`src/rtl/simd_pkg.sv`:
```
// -----------------------------------------------------------------------------
// simd_pkg
// Definitions shared by the instruction fetch unit and its neighbours.
//   INSTR_WIDTH   : width of one instruction word handed to the decoder
//   opcode_t      : 4-bit opcode carried in instr[3:0]
//   fetch_state_t : state encoding of the fetch sequencer
// -----------------------------------------------------------------------------
package simd_pkg;

    localparam int INSTR_WIDTH = 12;

    typedef enum logic [3:0] {
        OP_START = 4'h0,
        OP_LOAD  = 4'h1,
        OP_STORE = 4'h2,
        OP_ADD   = 4'h3,
        OP_MUL   = 4'h4,
        OP_NOP   = 4'h7,
        OP_STOP  = 4'h8
    } opcode_t;

    typedef enum logic [2:0] {
        S_IDLE,
        S_FETCH,
        S_WAIT,
        S_PRESENT,
        S_HALT
    } fetch_state_t;

endpackage

```
`src/rtl/instr_fetch_if.sv`:
```
// -----------------------------------------------------------------------------
// instr_fetch_if
// Bundles the instruction-memory read port and the decoder handshake.
//   mem_addr    : instruction-memory address (fetch unit -> memory)
//   mem_re      : instruction-memory read enable (fetch unit -> memory)
//   mem_data    : read data, valid one cycle after mem_re (memory -> fetch unit)
//   instr       : fetched instruction (fetch unit -> decoder)
//   instr_valid : instr holds a valid instruction (fetch unit -> decoder)
//   instr_ready : decoder accepts instr (decoder -> fetch unit)
// Modports: master = fetch unit side, slave = memory/decoder side.
// -----------------------------------------------------------------------------
interface instr_fetch_if #(
    parameter int DATA_WIDTH  = 128,
    parameter int AW          = 8,
    parameter int INSTR_WIDTH = simd_pkg::INSTR_WIDTH
) ();

    logic [AW-1:0]          mem_addr;
    logic                   mem_re;
    logic [DATA_WIDTH-1:0]  mem_data;
    logic [INSTR_WIDTH-1:0] instr;
    logic                   instr_valid;
    logic                   instr_ready;

    modport master (
        output mem_addr,
        output mem_re,
        input  mem_data,
        output instr,
        output instr_valid,
        input  instr_ready
    );

    modport slave (
        input  mem_addr,
        input  mem_re,
        output mem_data,
        input  instr,
        input  instr_valid,
        output instr_ready
    );

endinterface

```
`src/rtl/instr_fetch.sv`:
```
// -----------------------------------------------------------------------------
// instr_fetch
// Sequential instruction fetch unit. On start it reads instructions from
// address 0 upwards, one at a time, presenting each to the decoder until it is
// accepted. Execution ends on OP_STOP, or with wrap_err when the program runs
// off the end of memory.
// Ports:
//   clk      : clock, rising edge
//   rst      : synchronous active-high reset
//   start    : begin execution at address 0 (honoured in IDLE/HALT only)
//   bus      : memory read port + decoder handshake (instr_fetch_if.master)
//   pc       : address of current / last fetched instruction
//   busy     : high in FETCH, WAIT and PRESENT
//   done     : high in HALT
//   wrap_err : sticky, program ran past DEPTH-1 without STOP
// -----------------------------------------------------------------------------
module instr_fetch #(
    parameter int  DATA_WIDTH  = 128,
    parameter int  DEPTH       = 256,
    parameter int  INSTR_WIDTH = simd_pkg::INSTR_WIDTH,
    localparam int AW          = $clog2(DEPTH)
) (
    input  logic             clk,
    input  logic             rst,
    input  logic             start,
    instr_fetch_if.master    bus,
    output logic [AW-1:0]    pc,
    output logic             busy,
    output logic             done,
    output logic             wrap_err
);

    import simd_pkg::*;

    localparam logic [AW-1:0] PC_LAST = AW'(DEPTH - 1);

    fetch_state_t           r_state;
    fetch_state_t           w_state_next;
    logic [AW-1:0]          r_pc;
    logic [AW-1:0]          w_pc_next;
    logic [INSTR_WIDTH-1:0] r_instr;
    logic [INSTR_WIDTH-1:0] w_instr_next;
    logic                   r_wrap_err;
    logic                   w_wrap_err_next;
    logic                   w_is_stop;

    assign w_is_stop = (r_instr[3:0] == OP_STOP);

    // Only the low INSTR_WIDTH bits of the memory word carry the instruction.
    generate
        if (DATA_WIDTH > INSTR_WIDTH) begin : g_unused_bits
            logic w_unused_mem_bits;
            assign w_unused_mem_bits = ^bus.mem_data[DATA_WIDTH-1:INSTR_WIDTH];
        end
    endgenerate

    always_ff @(posedge clk) begin
        if (rst) begin
            r_state    <= S_IDLE;
            r_pc       <= '0;
            r_instr    <= '0;
            r_wrap_err <= 1'b0;
        end else begin
            r_state    <= w_state_next;
            r_pc       <= w_pc_next;
            r_instr    <= w_instr_next;
            r_wrap_err <= w_wrap_err_next;
        end
    end

    always_comb begin
        w_state_next    = r_state;
        w_pc_next       = r_pc;
        w_instr_next    = r_instr;
        w_wrap_err_next = r_wrap_err;

        case (r_state)
            S_IDLE, S_HALT: begin
                if (start) begin
                    w_pc_next       = '0;
                    w_wrap_err_next = 1'b0;
                    w_state_next    = S_FETCH;
                end
            end

            // Read is issued this cycle; the memory answers one cycle later.
            S_FETCH: begin
                w_state_next = S_WAIT;
            end

            S_WAIT: begin
                w_instr_next = bus.mem_data[INSTR_WIDTH-1:0];
                w_state_next = S_PRESENT;
            end

            S_PRESENT: begin
                if (bus.instr_ready) begin
                    if (w_is_stop) begin
                        w_state_next = S_HALT;
                    end else if (r_pc == PC_LAST) begin
                        // Out of memory without STOP: halt, never wrap pc.
                        w_wrap_err_next = 1'b1;
                        w_state_next    = S_HALT;
                    end else begin
                        w_pc_next    = r_pc + AW'(1);
                        w_state_next = S_FETCH;
                    end
                end
            end

            default: begin
                w_state_next = S_IDLE;
            end
        endcase
    end

    assign bus.mem_addr    = r_pc;
    assign bus.mem_re      = (r_state == S_FETCH);
    assign bus.instr       = r_instr;
    assign bus.instr_valid = (r_state == S_PRESENT);

    assign pc       = r_pc;
    assign busy     = (r_state == S_FETCH) || (r_state == S_WAIT) || (r_state == S_PRESENT);
    assign done     = (r_state == S_HALT);
    assign wrap_err = r_wrap_err;

endmodule

```
`src/flat_wrapper.sv`:
```
// flat-port wrapper written by rule: the top's interface ports become plain ports
module instr_fetch_flat import simd_pkg::*;
#(
    parameter int  DATA_WIDTH  = 128,
    parameter int  DEPTH       = 256,
    parameter int  INSTR_WIDTH = simd_pkg::INSTR_WIDTH,
    localparam int AW          = $clog2(DEPTH)
)
  (clk, rst, start, pc, busy, done, wrap_err, bus_mem_addr, bus_mem_re, bus_mem_data, bus_instr, bus_instr_valid, bus_instr_ready);
  instr_fetch_if #(.DATA_WIDTH(DATA_WIDTH), .AW((8)), .INSTR_WIDTH(INSTR_WIDTH)) bus_i ();
  input  logic clk;
  input  logic rst;
  input  logic start;
  output logic [AW-1:0] pc;
  output logic busy;
  output logic done;
  output logic wrap_err;
  output wire logic [$bits(bus_i.mem_addr)-1:0] bus_mem_addr;
  output wire logic [$bits(bus_i.mem_re)-1:0] bus_mem_re;
  input wire logic [$bits(bus_i.mem_data)-1:0] bus_mem_data;
  output wire logic [$bits(bus_i.instr)-1:0] bus_instr;
  output wire logic [$bits(bus_i.instr_valid)-1:0] bus_instr_valid;
  input wire logic [$bits(bus_i.instr_ready)-1:0] bus_instr_ready;
  assign bus_mem_addr = bus_i.mem_addr;
  assign bus_mem_re = bus_i.mem_re;
  assign bus_i.mem_data = bus_mem_data;
  assign bus_instr = bus_i.instr;
  assign bus_instr_valid = bus_i.instr_valid;
  assign bus_i.instr_ready = bus_instr_ready;
  instr_fetch #(.DATA_WIDTH(DATA_WIDTH), .DEPTH(DEPTH), .INSTR_WIDTH(INSTR_WIDTH)) u_core (.clk(clk), .rst(rst), .start(start), .bus(bus_i), .pc(pc), .busy(busy), .done(done), .wrap_err(wrap_err));
endmodule
```
`config.mk`:
```
export PLATFORM = sky130hd
export DESIGN_NAME = instr_fetch_flat
export DESIGN_NICKNAME = d
export VERILOG_FILES = /design/src/rtl/simd_pkg.sv /design/src/rtl/instr_fetch_if.sv /design/src/rtl/instr_fetch.sv /design/src/flat_wrapper.sv
export SDC_FILE = /design/constraint.sdc
export NUM_CORES = 1
export LEC_CHECK = 0
export BUFFER_PORTS_ARGS = -buffer_cell sky130_fd_sc_hd__buf_2
export CAP_MARGIN = 20
export CELL_PAD_IN_SITES_DETAIL_PLACEMENT = 1
export CELL_PAD_IN_SITES_GLOBAL_PLACEMENT = 1
export CORE_UTILIZATION = 20
export CTS_BUF_LIST = sky130_fd_sc_hd__clkbuf_8
export CTS_CLUSTER_SIZE = 20
export DETAILED_ROUTE_END_ITERATION = 12
export GPL_TIMING_DRIVEN = 0
export PLACE_DENSITY_LB_ADDON = 0.1
export SLEW_MARGIN = 5
export SYNTH_ARGS = -nofsm -noshare
export SYNTH_HDL_FRONTEND = slang
export SYNTH_SLANG_ARGS = --single-unit
```
`constraint.sdc`:
```
create_clock -name clk -period 3.5 [get_ports clk]
set_input_delay 0.525 -clock clk [delete_from_list [all_inputs] [get_ports clk]]
set_output_delay 0.525 -clock clk [all_outputs]
set_load 0.02 [all_outputs]
```
After elaboration in Yosys (flattened, before gate mapping) --
Index checks and enable logic that the tools add are counted.
Storage, ports and cells: flip-flop bits (word level) 24
Cells by class: eq/ne operators 11, add/sub/neg operators 1, muxes and demuxes 15, reduce and logical (&&, ||, !) cells 8
Operators with widths (number):
- two-way mux 8 bit | 4
- case mux 8 bit (2 select lines) | 1
- two-way mux 3 bit | 4
- case mux 3 bit (4 select lines) | 1
- AND reduction 5 bit | 2
- adder 8 x 1 -> 8 bit (second input constant) | 1
- equality test 8 bit (second input constant) | 1
- equality test 3 x 2 -> 1 bit (second input constant) | 2
- inequality test 2 bit (second input constant) | 3
- equality test 4 bit (second input constant) | 1
- two-way mux 1 bit | 4
- inequality test 2 x 1 -> 1 bit (second input constant) | 2
- equality test 3 x 1 -> 1 bit (second input constant) | 1
- equality test 3 bit (second input constant) | 1
- logical NOT 3 bit | 1
- logical OR 1 bit | 2
- case mux 1 bit (2 select lines) | 1
- AND reduction 2 bit | 1
- nonzero test 2 bit | 1
- OR reduction 2 bit | 1

Longest topological paths before layout --
depth in word-level cells 5, depth in mapped cells 6, mapped depth without buffers 5

Worst setup path before layout --
Ideal clock, no wire load.
path kind register -> register, from register u_core.r_instr[3] (netlist: u_core.bus.instr[3]), to register u_core.r_pc[6] (netlist: u_core.bus.mem_addr[6]), path slack 1.905 ns, cell stages (with the launch flop) 6, data arrival time 1.450 ns, path through dfxtp_1 -> or4b_4 -> and2_1 -> buf_4 -> a31oi_1 -> a311oi_1
On the way: longest elaborated chain between the ends 3
RTL lines:
- start: declaration | line instr_fetch.sv:41 | logic [INSTR_WIDTH-1:0] r_instr;
- start signal: assignment | line instr_fetch.sv:66 | r_instr <= w_instr_next;
- equality test 4 bit | line instr_fetch.sv:47 | assign w_is_stop = (r_instr[3:0] == OP_STOP);
- inequality test 2 bit (no line)
- AND reduction 5 bit (no line)
- end signal: assignment | line instr_fetch.sv:65 | r_pc <= w_pc_next;
- end: declaration | line instr_fetch.sv:39 | logic [AW-1:0] r_pc;
No other way between the ends. A chain may end at the register's enable or synchronous reset.

Worst setup path in the final report --
from register u_core.r_state[1], to output bus_instr_valid
On the way: longest elaborated chain between the ends 1
RTL lines:
- start: declaration | line instr_fetch.sv:37 | fetch_state_t r_state;
- start signal: assignment | line instr_fetch.sv:64 | r_state <= w_state_next;
- equality test 3 x 2 -> 1 bit | line instr_fetch.sv:120 | assign bus.instr_valid = (r_state == S_PRESENT);
- end: declaration | line flat_wrapper.sv:22 | output wire logic [$bits(bus_i.instr_valid)-1:0] bus_instr_valid;
No other way between the ends.

==> flow_metrics.py <==
metrics = {
    "outcome": {
        "status": "finished, final reports clean",
    },
    "placement": {
        "port_buffers": 48,
        "dpl.hpwl_mm": 2.58,
        "gp_congestion": 0.749,
        "dpl_cell_area_um2": 1510,
        "place_ws_ps": 1800,
        "placed_cells": 250,
    },
    "layout": {
        "final_nets": 316,
        "antenna_cells": 0,
        "nFillCells": 694,
        "register_area_um2": 480,
        "fin_area_um2": 1550,
        "post-route-util_pct": 27.7,
        "multi_input_area_um2": 592,
        "syn_to_final_growth_pct": 31.6,
        "layoutNonFillerInstCount": 253,
        "drive_gt1_share_pct": 38.7,
    },
    "setup_path": {
        "critPathCaptureType": "output pin",
        "r2r_start": "u_core.bus.mem_addr[0]",
        "critPathLaunch": "u_core.r_state[1]",
        "critPathLaunchType": "flop",
        "arrival_ps": 1330,
        "crit_path_max_fanout": 8,
        "crit_type": "reg -> out",
        "reg2reg_slack_ps": 1810,
        "crit_path_end": "bus_instr_valid",
        "timing.rr.end": "u_core.bus.mem_addr[5]",
        "required_ps": 2970,
        "r2r_cells": 5,
    },
    "timing": {
        "setup_tns_ps": 0,
        "slew_headroom_pct": 64.1,
        "finalHoldViolCount": 0,
        "maxSlewViolCount": 0,
        "fin_crit_sh_pct": 52.9,
        "worst_slew_pin_slew_ps": 538,
        "setup_viol": 0,
        "clock_skew_ps": 4.57,
        "max_freq_mhz": 540,
        "rsz0062_at_grt": "false",
        "post-route-min-period_ps": 1850,
        "setup_ws_ps": 1650,
    },
    "die": {
        "die-area_um2": 6190,
        "start_util_pct": 21.1,
        "die_x_um": 78.6,
        "num_rows": 27,
        "core_area_um2": 5570,
        "die_y_um": 78.6,
        "ios": 165,
    },
    "global_routing": {
        "grt_overflow": 0,
        "grt_pass1_wl_mm": 5.67,
        "grt_pass1_vias": 1142,
        "antenna_found_initial": 0,
        "grt_start_max_net_pins": 13,
        "grt_use_total_pct": 11.8,
    },
    "synth": {
        "ys_ff_latch": 24,
        "synthSimpleGateAreaFrac_pct": 24.5,
        "yosysWarnings": 0,
        "synthAdderAreaFrac_pct": 1.06,
        "synthXorXnorAreaFrac_pct": 0,
        "synth.distinct_cells": 35,
        "muxShareOfSynthArea_pct": 10.2,
        "synth_area_um2": 1170,
        "syn_nets": 263,
        "ys_seq_area_share_pct": 40.9,
        "synth_compound_area_share_pct": 14.6,
        "syn_inst": 130,
        "syn_avg_cell_area_um2": 9.04,
        "synth_top_family_by_area": "simple AND/OR/NAND/NOR gates",
    },
    "clocking": {
        "post_cts_resized": 0,
        "cts_tree": "yes",
        "post_cts_buffers": 0,
        "clock_latency_ps": 270,
        "cts_buffer_depth": 2,
        "clkTransAtPathRegs_ps": 90,
        "h-tree-depth": 1,
        "cts-root-buf": "clkbuf_8",
        "cts_sinks": 24,
        "numCtsBuffers": 3,
        "cts-hold-fix-buffers": 0,
    },
    "run": {
        "drv_cap": 0,
    },
    "power": {
        "p_leak_nw": 0.706,
        "peakVddDrop_mv": 0.124,
        "power.density_nw_per_um2": 382,
    },
    "route": {
        "wl_per_cell_um": 13.3,
        "wirelength_mm": 3.37,
        "ant_nets": 0,
        "post-route-drc-count": 0,
        "drtPass1Iterations": 4,
        "viasPerCell": 4.35,
        "vias": 1100,
        "drtIter0Drc": 48,
    },
    "min_path": {
        "hp-class": "in -> reg",
        "worstHoldPathCells": 2,
    },
}
==> registers in the layout, summed over array words and instances (netlist names) <==
| signal | flops |
|---|---|
| u_core.wrap_err | 1 |
| u_core.bus.instr | 12 |
| u_core.bus.mem_addr | 8 |
| u_core.r_state | 3 |
==> layout make-up <==
| class | count | share of cell area [%] |
|---|---|---|
| timing repair buffer | 48 | 15.5 |
| tap | 72 | 5.83 |
| clock buffer | 3 | 2.67 |
| sequential | 24 | 31.1 |
| buffer | 14 | 5.91 |
| multi-input combinational | 89 | 38.3 |
| inverter | 3 | 0.728 |
==> logic make-up after synthesis <==
family                     count (synthesis)
muxes                                     12
AOI/OAI and AO/OA                         24
DFF                                       24
and+or+nand+nor                           52
buffers and inverters                     17
adders and majority gates                  1
==> cell usage after synthesis, drive strengths merged <==
cell	n	area share, %
a22oi	1	0.64
and3	3	1.6
buf	12	7.1
a211oi	1	0.64
o21a	2	1.3
nor3b	1	1.1
a21oi	6	2.6
o21ba	1	0.85
and4	1	0.75
nor3	5	2.6
nand2b	2	1.1
o22ai	1	1.7
ha	1	1.1
nor2	20	6.6
a31oi	3	1.6
mux2i	12	10
a311oi	3	2.2
o221a	1	0.96
clkbuf	2	0.64
nand4	2	1.1
and2	3	1.6
nand2	4	1.3
or4b	1	1.2
and4b	1	1.2
o21ai	5	2.1
dfxtp	24	41
nand3	7	3.0
nand3b	2	1.6
inv	3	0.96
==> worst min path at each step <==
stage / startpoint / end
CTS: rst / u_core.bus.mem_addr[6]
global route: rst / u_core.bus.mem_addr[6]
global placement: u_core.wrap_err / u_core.wrap_err
floorplan: u_core.bus.instr[10] / u_core.bus.instr[10]
detailed placement: u_core.wrap_err / u_core.wrap_err
finish: rst / u_core.bus.mem_addr[6]
==> cell usage in the layout, fill, tap and decap left out, drive strengths merged, types with 4 or more instances in the layout <==
cell | netlist | routed
nor3 | 5 | 5
dfxtp | 24 | 24
nand3 | 7 | 7
nand2 | 4 | 4
buf | 12 | 60
o21ai | 5 | 5
mux2i | 12 | 12
a21oi | 6 | 6
clkbuf | 2 | 5
nor2 | 20 | 20
==> per-stage QoR <==
step | total power, mW | hold slack, ps
after detailed placement | 0.432 | 464
after CTS | 0.606 | 476
after global placement | 0.429 | 449
final | 0.590 | 482
after global routing | 0.631 | 484
after floorplan | 0.390 | 583
==> routing by layer <==
metal	global-route usage, %	share of wire, %	vias to the layer above
li1	-	-	563
met1	15.3	49	494
met2	19.0	44	41
met3	3.02	6.3	2
met4	3.33	0.62	0
met5	0	0	-
==> worst max-delay path, stage by stage (launching register included) <==
cell and delay [ps]:
dfxtp_1 500, nand3b_2 240, inv_1 150, buf_2 170
==> report_power, final <==
part | switching (mW) | total (mW) | internal [mW]
registers | 0.0105 | 0.298 | 0.287
clock network | 0.0902 | 0.167 | 0.0771
logic | 0.0759 | 0.126 | 0.0498
total | 0.177 | 0.590 | 0.414
(Power assumes the default switching activity.)
